File: src/rtl/mem_pkg.sv
// Shared types and sizing helpers for the memory target; `WIDTH/`ADDR_WIDTH default to 16/5.
`ifndef WIDTH
`define WIDTH 16
`endif
`ifndef ADDR_WIDTH
`define ADDR_WIDTH 5
`endif

package mem_pkg;

  typedef enum logic {IDLE, BUSY} mem_state_e;

  typedef logic [`WIDTH-1:0]      word_t;
  typedef logic [`ADDR_WIDTH-1:0] addr_t;

  localparam int WR_LAT_DFLT = 1;
  localparam int RD_LAT_DFLT = 2;

  // Counter must hold max(WR_LAT,RD_LAT)-1 and still be at least one bit wide.
  function automatic int cnt_width(input int wr_lat, input int rd_lat);
    int m;
    m = (wr_lat > rd_lat) ? wr_lat : rd_lat;
    return $clog2(m + 1);
  endfunction

  localparam int CNT_W = cnt_width(WR_LAT_DFLT, RD_LAT_DFLT);

endpackage

File: src/rtl/mem_array.sv
// DEPTH x WIDTH storage: async clear, one write port, one registered read port.
// With MEM_PARITY_EN a per-word even-parity column is kept and checked on every read.
`ifndef WIDTH
`define WIDTH 16
`endif
`ifndef ADDR_WIDTH
`define ADDR_WIDTH 5
`endif

module mem_array #(
  parameter int WIDTH      = `WIDTH,
  parameter int ADDR_WIDTH = `ADDR_WIDTH
) (
  input  logic                  clk,
  input  logic                  res,
  input  logic                  i_we,
  input  logic                  i_re,
  input  logic [ADDR_WIDTH-1:0] i_addr,
  input  logic [WIDTH-1:0]      i_wdata,
`ifdef MEM_PARITY_EN
  output logic                  o_parity_err,
`endif
  output logic [WIDTH-1:0]      o_rdata
);

  localparam int DEPTH = 2 ** ADDR_WIDTH;

  logic [WIDTH-1:0] r_mem [DEPTH];
  logic [WIDTH-1:0] r_rdata;

  always_ff @(posedge clk or negedge res) begin
    if (!res) begin
      for (int i = 0; i < DEPTH; i++) r_mem[i] <= '0;
      r_rdata <= '0;
    end else begin
      if (i_we) r_mem[i_addr] <= i_wdata;
      if (i_re) r_rdata <= r_mem[i_addr];
    end
  end

  assign o_rdata = r_rdata;

`ifdef MEM_PARITY_EN
  logic r_par [DEPTH];
  logic r_parity_err;

  always_ff @(posedge clk or negedge res) begin
    if (!res) begin
      for (int i = 0; i < DEPTH; i++) r_par[i] <= 1'b0;
      r_parity_err <= 1'b0;
    end else begin
      if (i_we) r_par[i_addr] <= ^i_wdata;
      if (i_re) r_parity_err <= (^r_mem[i_addr]) != r_par[i_addr];
    end
  end

  assign o_parity_err = r_parity_err;
`endif

endmodule

File: src/rtl/mem_slave_ctrl.sv
// Memory target FSM: accepts one request when idle, stretches it over WR_LAT/RD_LAT cycles, then commits.
// Optional parity checking is enabled with MEM_PARITY_EN.
`ifndef WIDTH
`define WIDTH 16
`endif
`ifndef ADDR_WIDTH
`define ADDR_WIDTH 5
`endif

module mem_slave_ctrl
  import mem_pkg::*;
#(
  parameter int WIDTH      = `WIDTH,
  parameter int ADDR_WIDTH = `ADDR_WIDTH,
  parameter int WR_LAT     = 1,
  parameter int RD_LAT     = 2
) (
  input  logic                  clk,
  input  logic                  res,
  input  logic                  wr_rd,
  input  logic                  valid,
  input  logic [ADDR_WIDTH-1:0] addr,
  input  logic [WIDTH-1:0]      wdata,
  output logic [WIDTH-1:0]      rdata,
`ifdef MEM_PARITY_EN
  output logic                  parity_err,
`endif
  output logic                  ready
);

  localparam int CNT_W = cnt_width(WR_LAT, RD_LAT);
  localparam logic [CNT_W-1:0] WR_INIT = CNT_W'(WR_LAT - 1);
  localparam logic [CNT_W-1:0] RD_INIT = CNT_W'(RD_LAT - 1);

  mem_state_e            r_state;
  logic                  r_ready;
  logic [CNT_W-1:0]      r_cnt;
  logic                  r_wr;
  logic [ADDR_WIDTH-1:0] r_addr;
  logic [WIDTH-1:0]      r_wdata;

  logic w_commit;
  logic w_we;
  logic w_re;

  assign w_commit = (r_state == BUSY) && (r_cnt == '0);
  assign w_we     = w_commit && r_wr;
  assign w_re     = w_commit && !r_wr;

  always_ff @(posedge clk or negedge res) begin
    if (!res) begin
      r_state <= IDLE;
      r_ready <= 1'b0;
      r_cnt   <= '0;
      r_wr    <= 1'b0;
      r_addr  <= '0;
      r_wdata <= '0;
    end else begin
      case (r_state)
        IDLE: begin
          // ready rises one edge after reset release before anything is accepted
          if (!r_ready) begin
            r_ready <= 1'b1;
          end else if (valid) begin
            r_wr    <= wr_rd;
            r_addr  <= addr;
            r_wdata <= wdata;
            r_ready <= 1'b0;
            r_state <= BUSY;
            r_cnt   <= wr_rd ? WR_INIT : RD_INIT;
          end
        end
        BUSY: begin
          if (r_cnt != '0) begin
            r_cnt <= r_cnt - CNT_W'(1);
          end else begin
            r_state <= IDLE;
            r_ready <= 1'b1;
          end
        end
      endcase
    end
  end

  assign ready = r_ready;

  mem_array #(
    .WIDTH      (WIDTH),
    .ADDR_WIDTH (ADDR_WIDTH)
  ) u_array (
    .clk          (clk),
    .res          (res),
    .i_we         (w_we),
    .i_re         (w_re),
    .i_addr       (r_addr),
    .i_wdata      (r_wdata),
`ifdef MEM_PARITY_EN
    .o_parity_err (parity_err),
`endif
    .o_rdata      (rdata)
  );

endmodule

File: config.mk
export PLATFORM = sky130hd
export DESIGN_NAME = mem_slave_ctrl
export DESIGN_NICKNAME = d
export VERILOG_FILES = /design/src/rtl/mem_pkg.sv /design/src/rtl/mem_array.sv /design/src/rtl/mem_slave_ctrl.sv
export SDC_FILE = /design/constraint.sdc
export NUM_CORES = 1
export LEC_CHECK = 0
export ABC_AREA = 1
export CAP_MARGIN = 15
export CELL_PAD_IN_SITES_DETAIL_PLACEMENT = 0
export CELL_PAD_IN_SITES_GLOBAL_PLACEMENT = 2
export CORE_UTILIZATION = 37
export CTS_CLUSTER_SIZE = 40
export DETAILED_ROUTE_END_ITERATION = 10
export GPL_TIMING_DRIVEN = 0
export PLACE_DENSITY = 0.78
export REMOVE_ABC_BUFFERS = 1
export SETUP_SLACK_MARGIN = 0.05
export SYNTH_ARGS = -nofsm -noshare
export SYNTH_HDL_FRONTEND = slang
export SYNTH_SLANG_ARGS = --single-unit
File: constraint.sdc
create_clock -name clk -period 2.4 [get_ports clk]
set_input_delay 0.48 -clock clk [delete_from_list [all_inputs] [get_ports clk]]
set_output_delay 0.48 -clock clk [all_outputs]
set_load 0.01 [all_outputs]
== Word-level counts from Yosys, hierarchy flattened ==
Index checks and enable logic that the tools add are counted.
Cells by class
  $add $sub $neg: 1
  $lt $le $gt $ge: 2
  equal/unequal tests: 4
  muxes and demuxes: 19
  bitwise logic cells: 2
  reductions and logical operators: 9
Operators by type and width (number)
  $bwmux 512: 1
  $bmux 16 s5: 1
  $demux 16 s5: 1
  $mux 16: 3
  $mux 1: 7
  $ge 6x6->1 const B: 1
  $lt 6x1->1 const B: 1
  $mux 2: 3
  $ne 2x2->1 const B: 3
  $not 5->6: 1
  $reduce_and 3->1: 2
  $logic_and 1x1->1: 4
  $pmux 1 s2: 2
  $pmux 2 s2: 1
  $logic_not 2->1: 1
  $ne 2x1->1 const B: 1
  $reduce_bool 2->1: 1
  $sub 2x1->2 const B: 1
  $logic_not 1->1: 1
  $not 1->1: 1
Word-level totals
  register bits: 554
  output and inout bits: 17

== Depth between registers and ports, before layout ==
Gate-level depths: netlist of run 1.
  word-level depth: 6
  depth in mapped cells: 14

== Cells and area by module ==
Synthesis of run 1 repeated with hierarchy kept, for this count alone.
Unflattened totals
  cell total of the unflattened synthesis: 3376
  area total of the unflattened synthesis: 25663.4 um2
By module, submodules not included
  mem_array: instances 1, cells each 3258, area an instance 24498.5 um2, seq. area each 13212.7 um2
  mem_slave_ctrl: instances 1, cells each 118, area an instance 1164.9 um2, seq. area each 650.6 um2

== Least setup slack after synthesis of run 1 ==
No wires, ideal clock.
  path kind: register to register
  start point: register r_cnt[0]
  end point: register u_array.r_mem[148] (netlist bit)
  setup time: 0.134 ns
  arrival: 1.512 ns
  slack: 0.754 ns
  stages on the path, launching flop included: 9
  clock period less this slack: 1.646 ns
  cell sequence: dfrtp_1 inv_1 ha_1 nand3_2 nor3_4 nand2_1 clkbuf_1 nand2_1 o21ai_0
Between the ends
  longest elaborated chain between the ends: 3
Ends and longest elaborated chain
  start, declared: line mem_slave_ctrl.sv:37  | logic [CNT_W-1:0] r_cnt;
  start signal, assigned: line mem_slave_ctrl.sv:70  | r_cnt <= wr_rd ? WR_INIT : RD_INIT;
  start signal, assigned: line mem_slave_ctrl.sv:75  | r_cnt <= r_cnt - CNT_W'(1);
  $logic_not 2->1: line mem_slave_ctrl.sv:46  | assign w_commit = (r_state == BUSY) && (r_cnt == '0);
  $logic_and 1x1->1: line mem_slave_ctrl.sv:46
  $logic_and 1x1->1: line mem_slave_ctrl.sv:47  | assign w_we = w_commit && r_wr;
  end signal, assigned by index: line mem_array.sv:36  | if (i_we) r_mem[i_addr] <= i_wdata;
  end, declared: line mem_array.sv:28  | logic [WIDTH-1:0] r_mem [DEPTH];
No other way between the ends.
A chain may end at the register's enable or synchronous reset.

== Worst setup path after layout of run 1 ==
  start point: register r_addr[0]
  end point: register u_array.r_mem[412] (netlist bit)
Between the ends
  longest elaborated chain between the ends: 6
  elaborated cells on any way between the ends: 7
Ends and longest elaborated chain
  start, declared: line mem_slave_ctrl.sv:39  | logic [ADDR_WIDTH-1:0] r_addr;
  start signal, assigned: line mem_slave_ctrl.sv:66  | r_addr <= addr;
  $not 5->6 (implied by the code) *: line mem_array.sv:36
  $ge 6x6->1 (implied by the code) / $lt 6x1->1 (equally long branches): line mem_array.sv:36
  $logic_and 1x1->1 (implied by the code): line mem_array.sv:36
  $mux 16 (implied by the code): line mem_array.sv:36
  $demux 16 s5 *: line mem_array.sv:36
  $bwmux 512 *: line mem_array.sv:36
Mark *: on every way between the ends. The rest lies on a longest branch, timed or not.

==> results.yml, run 1 <==
outcome:
  status: "complete, but fails checks"
  violations: "negative hold slack"
worst_setup_path:
  cp_common_cell: "buf_4"
  critPathSlowestCell: "dfrtp_4"
  critPathRequiredTime_ns: 2.90
  crit_fanout: 32
  start_kind: "flop"
  worstSetupPathType: "flop to flop"
  end_kind: "flop"
  crit_chain: "buf_16 > buf_4 > buf_4 > buf_4 > nor3_4 > buf_4 > buf_12 > nand2_8 > o21ai_0"
  arrival_ns: 2.81
  r2r_start: "r_addr[0]"
  cpPeakStageDelay_ns: 0.51
  critPathLaunch: "r_addr[0]"
synthesis:
  ys_types: 23
  synthArstFlopShare_pct: 100
  synth_edf_count: 0
  syn_avg_cell_area_um2: 7.52
  synth_seq_cells: 554
  synthCells: 3359
  synth_flop_cell: "dfrtp_1"
  synth-seq-area-share_pct: 54.9
  synth_area_mm2: 0.0252
  ys_warn_count: 0
timing:
  rsz0062_at_grt: "true"
  fin_crit_sh_pct: 96.3
  worst_hold_slack_ns: -0.154
  worstMarginPinSlew_ns: 0.852
  fin_worst_skew_ns: 0.0139
  relSlewSlack_pct: 43.1
  max_freq_mhz: 433
  final-hold-violation-count: 75
  drv_slew: 0
  fin_crit_ns: 2.31
  setup_viol: 0
  tns_ns: 0
placement:
  io_buffer_count: 41
  dp.cells: 4065
  dpl_cell_area_mm2: 0.0268
  gp_congestion: 0.752
  hpwl_um: 46400
finish:
  layout.cells.most_common: "nand2_1"
  area_growth_pct: 21.2
  final_cell_mix: "nand2_1 (1,789), dfrtp_1 (551), o21ai_0 (481)"
  nets: 3370
  drive_gt1_share_pct: 9.03
  layout.cells.non_filler: 4262
  stdcell_area_mm2: 0.0306
floorplanning:
  die_area_mm2: 0.0693
  rows: 95
  core_area_mm2: 0.0674
  die_y_um: 263
  io_pins: 42
  chipWidth_um: 263
  start_util_pct: 37.5
routing:
  wire_per_inst_um: 20.5
  vias: 21904
  drc: 0
  routed_wl_um: 87400
  drtAntennaViolNets: 0
  dr.pass1.iters: 5
  drt_iter0_drc: 2239
  viasPerCell: 5.14
grt:
  gr-total-overflow: 0
  antenna_found_initial: 0
  grt_pass1_vias: 20226
  grt_max_degree: 111
  grt_pass1_wl_um: 129000
  track_usage_pct: 24.8
cts:
  clk_pin_slew_worst_paths_ns: 0.06
  worstSkewPairLatency_ns: 0.60
  cts_buffers: 67
  htree_num_levels: 3
  clock_path_buffers: 3
  cts_tree: "built"
  clock_sinks: 554
  clockRootBuffer: "clkbuf_16"
power_and_ir_drop:
  power.density_mw_per_mm2: 1280
  totalPowerFinal_mw: 39.1
  ir_drop_mv: 0.981
  total_leakage_power_nw: 15.7
run:
  max_cap_viol_count: 0
min_path:
  min_path_type: "primary input to async pin"
## flip-flops by register name, summed over array words and instances, names as in the netlist
signal,cells
r_addr,5
r_cnt,2
r_state,1
r_wdata,16
r_wr,1
ready,1
u_array.o_rdata,16
u_array.r_mem,512
## cell type report
| type | instances | area (µm²) |
|---|---|---|
| clock inverter | 7 | 60.1 |
| tap | 873 | 1090 |
| clock buffer | 105 | 2050 |
| antenna | 2 | 5.00 |
| timing repair inverter | 5 | 55.1 |
| multi-input combinational | 2489 | 10800 |
| sequential | 554 | 13900 |
| timing repair buffer | 153 | 2330 |
| inverter | 74 | 338 |
| fill | 6716 | 36800 |
## per-stage QoR
stage          utilization (%)  worst slack (ns)
6_report                  45.4            0.0893
5_1_grt                   45.4            0.0293
4_1_cts                   44.7           0.00412
3_5_place_dp              39.7             -1.70
3_3_place_gp              38.3            -24.48
2_1_floorplan                -             -6.02
## report_power, final
part / internal, mW / switching (mW) / leakage, nW / total (mW)
clock network: 5.92 / 3.94 / 1.04 / 9.86
logic: 5.37 / 9.99 / 7.14 / 15.4
registers: 12.3 / 1.61 / 7.50 / 13.9
## metal layers
| metal | vias to the layer above | GRT usage, % | routed length, µm |
|---|---|---|---|
| met5 | - | 0 | 0 |
| met4 | 0 | 8.20 | 2200 |
| met3 | 107 | 2.96 | 4580 |
| met2 | 631 | 37.8 | 38900 |
| met1 | 10711 | 36.5 | 41700 |
| li1 | 10455 | - | - |
## worst paths after layout
kind | cells past startpoint | slack [ns] | endpoint
max | 9 | 0.09 | u_array.r_mem[412]
min | 1 | -0.15 | u_array.r_mem[403]
max reg2reg | 9 | 0.09 | u_array.r_mem[412]
min reg2reg | 2 | 0.48 | u_array.r_mem[372]
max in group asynchronous | 4 | 0.68 | r_addr[0]
min in group clk | 3 | 0.46 | r_addr[0]
## cell usage after synthesis (3+ instances only)
library cell / number / area [µm²]
nor2_1: 56 / 210
o21ai_1: 31 / 155
o21ai_0: 484 / 2420
inv_1: 72 / 270
a21oi_1: 23 / 115
dfrtp_1: 554 / 13900
nand3_1: 50 / 250
buf_1: 15 / 56.3
clkbuf_1: 204 / 766
nand2_1: 1823 / 6840
buf_2: 27 / 135
nor3_4: 3 / 48.8
nor3_1: 7 / 35.0
## repair_timing
item | 4_1_cts | 5_1_grt
endpoints found under the setup margin | 530 | 229
hold endpoints to repair | 75 | 75
setup buffers | 40 | 20
gates cloned | 16 | 6
pin swaps | 8 | 8
gates resized for setup | 127 | 30
## cell families after synthesis
| group | Yosys count | synth area share, % |
|---|---|---|
| buffers and inverters | 321 | 4.92 |
| adders and majority gates | 1 | 0.0496 |
| and+or+nand+nor | 1943 | 29.4 |
| DFF | 554 | 54.9 |
| muxes | 1 | 0.0446 |
| AOI/OAI and AO/OA | 539 | 10.7 |
## worst max-delay path: cells and delay by family (launching register included)
| kind | cells | cell delay, ns |
|---|---|---|
| buffers and inverters | 6 | 1.06 |
| DFF | 1 | 0.51 |
| and+or+nand+nor | 2 | 0.37 |
| AOI/OAI and AO/OA | 1 | 0.26 |
No activity file was read; power rests on OpenSTA's default activity.
==> run 2: changes to the inputs <==
--- a/config.mk
+++ b/config.mk
@@ -5,15 +5,16 @@
 export SDC_FILE = /design/constraint.sdc
 export NUM_CORES = 1
 export LEC_CHECK = 0
-export ABC_AREA = 1
+export ABC_AREA = 0
 export CAP_MARGIN = 15
 export CELL_PAD_IN_SITES_DETAIL_PLACEMENT = 0
 export CELL_PAD_IN_SITES_GLOBAL_PLACEMENT = 2
-export CORE_UTILIZATION = 37
+export CORE_UTILIZATION = 40
 export CTS_CLUSTER_SIZE = 40
 export DETAILED_ROUTE_END_ITERATION = 10
+export GPL_ROUTABILITY_DRIVEN = 0
 export GPL_TIMING_DRIVEN = 0
-export PLACE_DENSITY = 0.78
+export PLACE_DENSITY = 0.69
 export REMOVE_ABC_BUFFERS = 1
 export SETUP_SLACK_MARGIN = 0.05
 export SYNTH_ARGS = -nofsm -noshare
==> results.yml, run 2 <==
outcome:
  status: "complete, no violations"
worst_setup_path:
  crit_fanout: 19
  end_kind: "flop"
  crit_chain: "nor3_2 > buf_4 > nand2_4 > mux2_2"
  crit_buf_inv: 1
  worstSetupPathType: "flop to flop"
  cpPeakStageDelay_ns: 0.63
  critPathSlowestCell: "dfrtp_4"
  cp_top_family: "simple AND/OR/NAND/NOR gates"
  start_kind: "flop"
  arrival_ns: 2.82
  critPathRequiredTime_ns: 2.89
timing:
  rsz0062_at_grt: "true"
  fin_worst_skew_ns: 0.0284
  worstMarginPinSlew_ns: 1.16
  fin_crit_ns: 2.33
  final-hold-violation-count: 0
  max_freq_mhz: 428
  fin_crit_sh_pct: 97.3
  setup_viol: 0
  finalWorstSetupSlack_ns: 0.0651
  drv_slew: 0
  relSlewSlack_pct: 22.4
synthesis:
  ys_warn_count: 0
  syn_avg_cell_area_um2: 15.0
  synthArstFlopShare_pct: 100
  post-synth-top-area-cell: "dfrtp_1"
  synth_flop_cell: "dfrtp_1"
  synth_area_mm2: 0.0252
  synth_area_leaders: "dfrtp_1 (55%), mux2_2 (23%), mux4_2 (6.8%)"
  yosysMostFrequentCell: "dfrtp_1"
  synthCells: 1679
  synthDominantCellAreaShare_pct: 55.0
  synth-seq-area-share_pct: 55.0
  synth_seq_cells: 554
  ys_types: 55
  synth_edf_count: 0
  synth_common_cells: "dfrtp_1 (554), mux2_2 (516), mux2i_1 (97)"
cts:
  clockRootBuffer: "clkbuf_16"
  htree_num_levels: 2
  clock_path_buffers: 3
  cts_tree: "built"
  worstSkewPairLatency_ns: 0.63
  clk_pin_slew_worst_paths_ns: 0.06
  cts_buffers: 60
  clock_sinks: 554
power_and_ir_drop:
  total_leakage_power_nw: 14.2
  totalPowerFinal_mw: 37.7
  ir_drop_mv: 0.901
  power.density_mw_per_mm2: 1260
grt:
  gr-total-overflow: 0
  grt_pass1_wl_um: 107000
  track_usage_pct: 23.2
  grt_pass1_vias: 15617
  grt_max_degree: 121
  antenna_found_initial: 3
floorplanning:
  die_area_mm2: 0.0640
  core_area_mm2: 0.0619
  chipWidth_um: 253
  rows: 91
  start_util_pct: 40.7
  die_y_um: 253
  io_pins: 42
finish:
  nFillCells: 5396
  largest_reg_flops: 512
  stdcell_area_mm2: 0.0299
  top_register: "u_array.r_mem"
  layout.cells.most_common: "dfrtp_1"
  layout.cells.non_filler: 2638
  nets: 1778
  final_cell_mix: "dfrtp_1 (548), mux2_2 (504), mux2i_1 (97)"
  seq_area_mm2: 0.0139
  drive_gt1_share_pct: 49.3
  area_growth_pct: 18.7
  multi_input_area_mm2: 0.0108
placement:
  dpl_cell_area_mm2: 0.0265
  hpwl_um: 41000
  dp.cells: 2441
  dp_slack_ns: -1.87
  io_buffer_count: 41
routing:
  drtAntennaViolNets: 0
  routed_wl_um: 73000
  drc: 0
  drt_iter0_drc: 947
  dr.pass1.iters: 5
  viasPerCell: 5.66
  wire_per_inst_um: 27.7
  vias: 14941
run:
  max_cap_viol_count: 0
min_path:
  min_path_type: "primary input to flop"
==> run 2: changes by cell type after synthesis, moves of 28 or more <==
| cell | before | now |
|---|---|---|
| inv_1 | 72 | 5 |
| o21ai_1 | 31 | 0 |
| o21ai_0 | 484 | 16 |
| nand3_1 | 50 | 10 |
| mux4_2 | 0 | 76 |
| mux2_2 | 1 | 516 |
| mux2i_1 | 0 | 97 |
| clkbuf_1 | 204 | 65 |
| nor2_1 | 56 | 28 |
| nand2_1 | 1823 | 25 |
==> run 2: power by group <==
| group | switching, mW | internal (mW) |
|---|---|---|
| Combinational | 5.54 | 6.62 |
| Clock | 3.83 | 5.62 |
| Sequential | 3.25 | 12.9 |
==> run 2: final cells by class <==
| class | count | area share (%) |
|---|---|---|
| timing repair buffer | 152 | 7.05 |
| antenna | 1 | 0.00836 |
| clock inverter | 20 | 0.703 |
| multi-input combinational | 979 | 36.2 |
| inverter | 5 | 0.0627 |
| tap | 837 | 3.50 |
| sequential | 554 | 46.4 |
| clock buffer | 90 | 6.07 |
==> run 2: logic make-up (layout without fill, tap and decap cells) <==
kind of cell,Yosys count,count (layout),synth area share [%]
simple gates,150,151,3.55
buf+inv,147,267,3.21
compound gates,118,118,3.27
flops,554,554,55.0
other cells,0,1,0
mux,709,709,34.9
fa+ha+maj,1,1,0.0496
==> run 2: metal layers <==
layer | up-vias | wire, µm | global-route usage [%]
met1 | 8150 | 33500 | 32.8
met5 | - | 0 | 0
met3 | 109 | 2970 | 3.31
met2 | 301 | 34800 | 37.7
li1 | 6381 | - | -
met4 | 0 | 1630 | 5.40
==> run 2: metrics by stage <==
| step | util, % | setup TNS, ns | hold slack (ns) |
|---|---|---|---|
| 5_1_grt | 48.3 | 0 | 0.451 |
| 6_report | 48.3 | 0 | 0.462 |
| 2_1_floorplan | - | -2683.46 | 0.184 |
| 3_3_place_gp | 41.8 | - | 0.481 |
| 3_5_place_dp | 42.8 | -657.76 | 0.489 |
| 4_1_cts | 47.8 | 0 | 0.420 |
==> run 2: worst paths after layout <==
path	start	endpoint	slack (ns)	cells past startpoint
max reg2reg	r_addr[4]	u_array.r_mem[449]	0.07	4
max in group asynchronous	res	u_array.r_mem[468]	0.36	5
min	wdata[4]	r_wdata[4]	0.46	2
max	r_addr[4]	u_array.r_mem[449]	0.07	4
min reg2reg	u_array.r_mem[409]	u_array.r_mem[409]	0.50	1
min in group asynchronous	res	u_array.r_mem[438]	0.54	3
==> run 2: timing repair <==
| action | in CTS | in global routing |
|---|---|---|
| resized for setup | 53 | 20 |
| endpoints found under the setup margin | 528 | 178 |
| gates cloned | 4 | 3 |
| setup buffers | 58 | 20 |
| hold endpoints to repair | 115 | 0 |
| pin swaps | 18 | 4 |
| hold buffers | 1 | 0 |
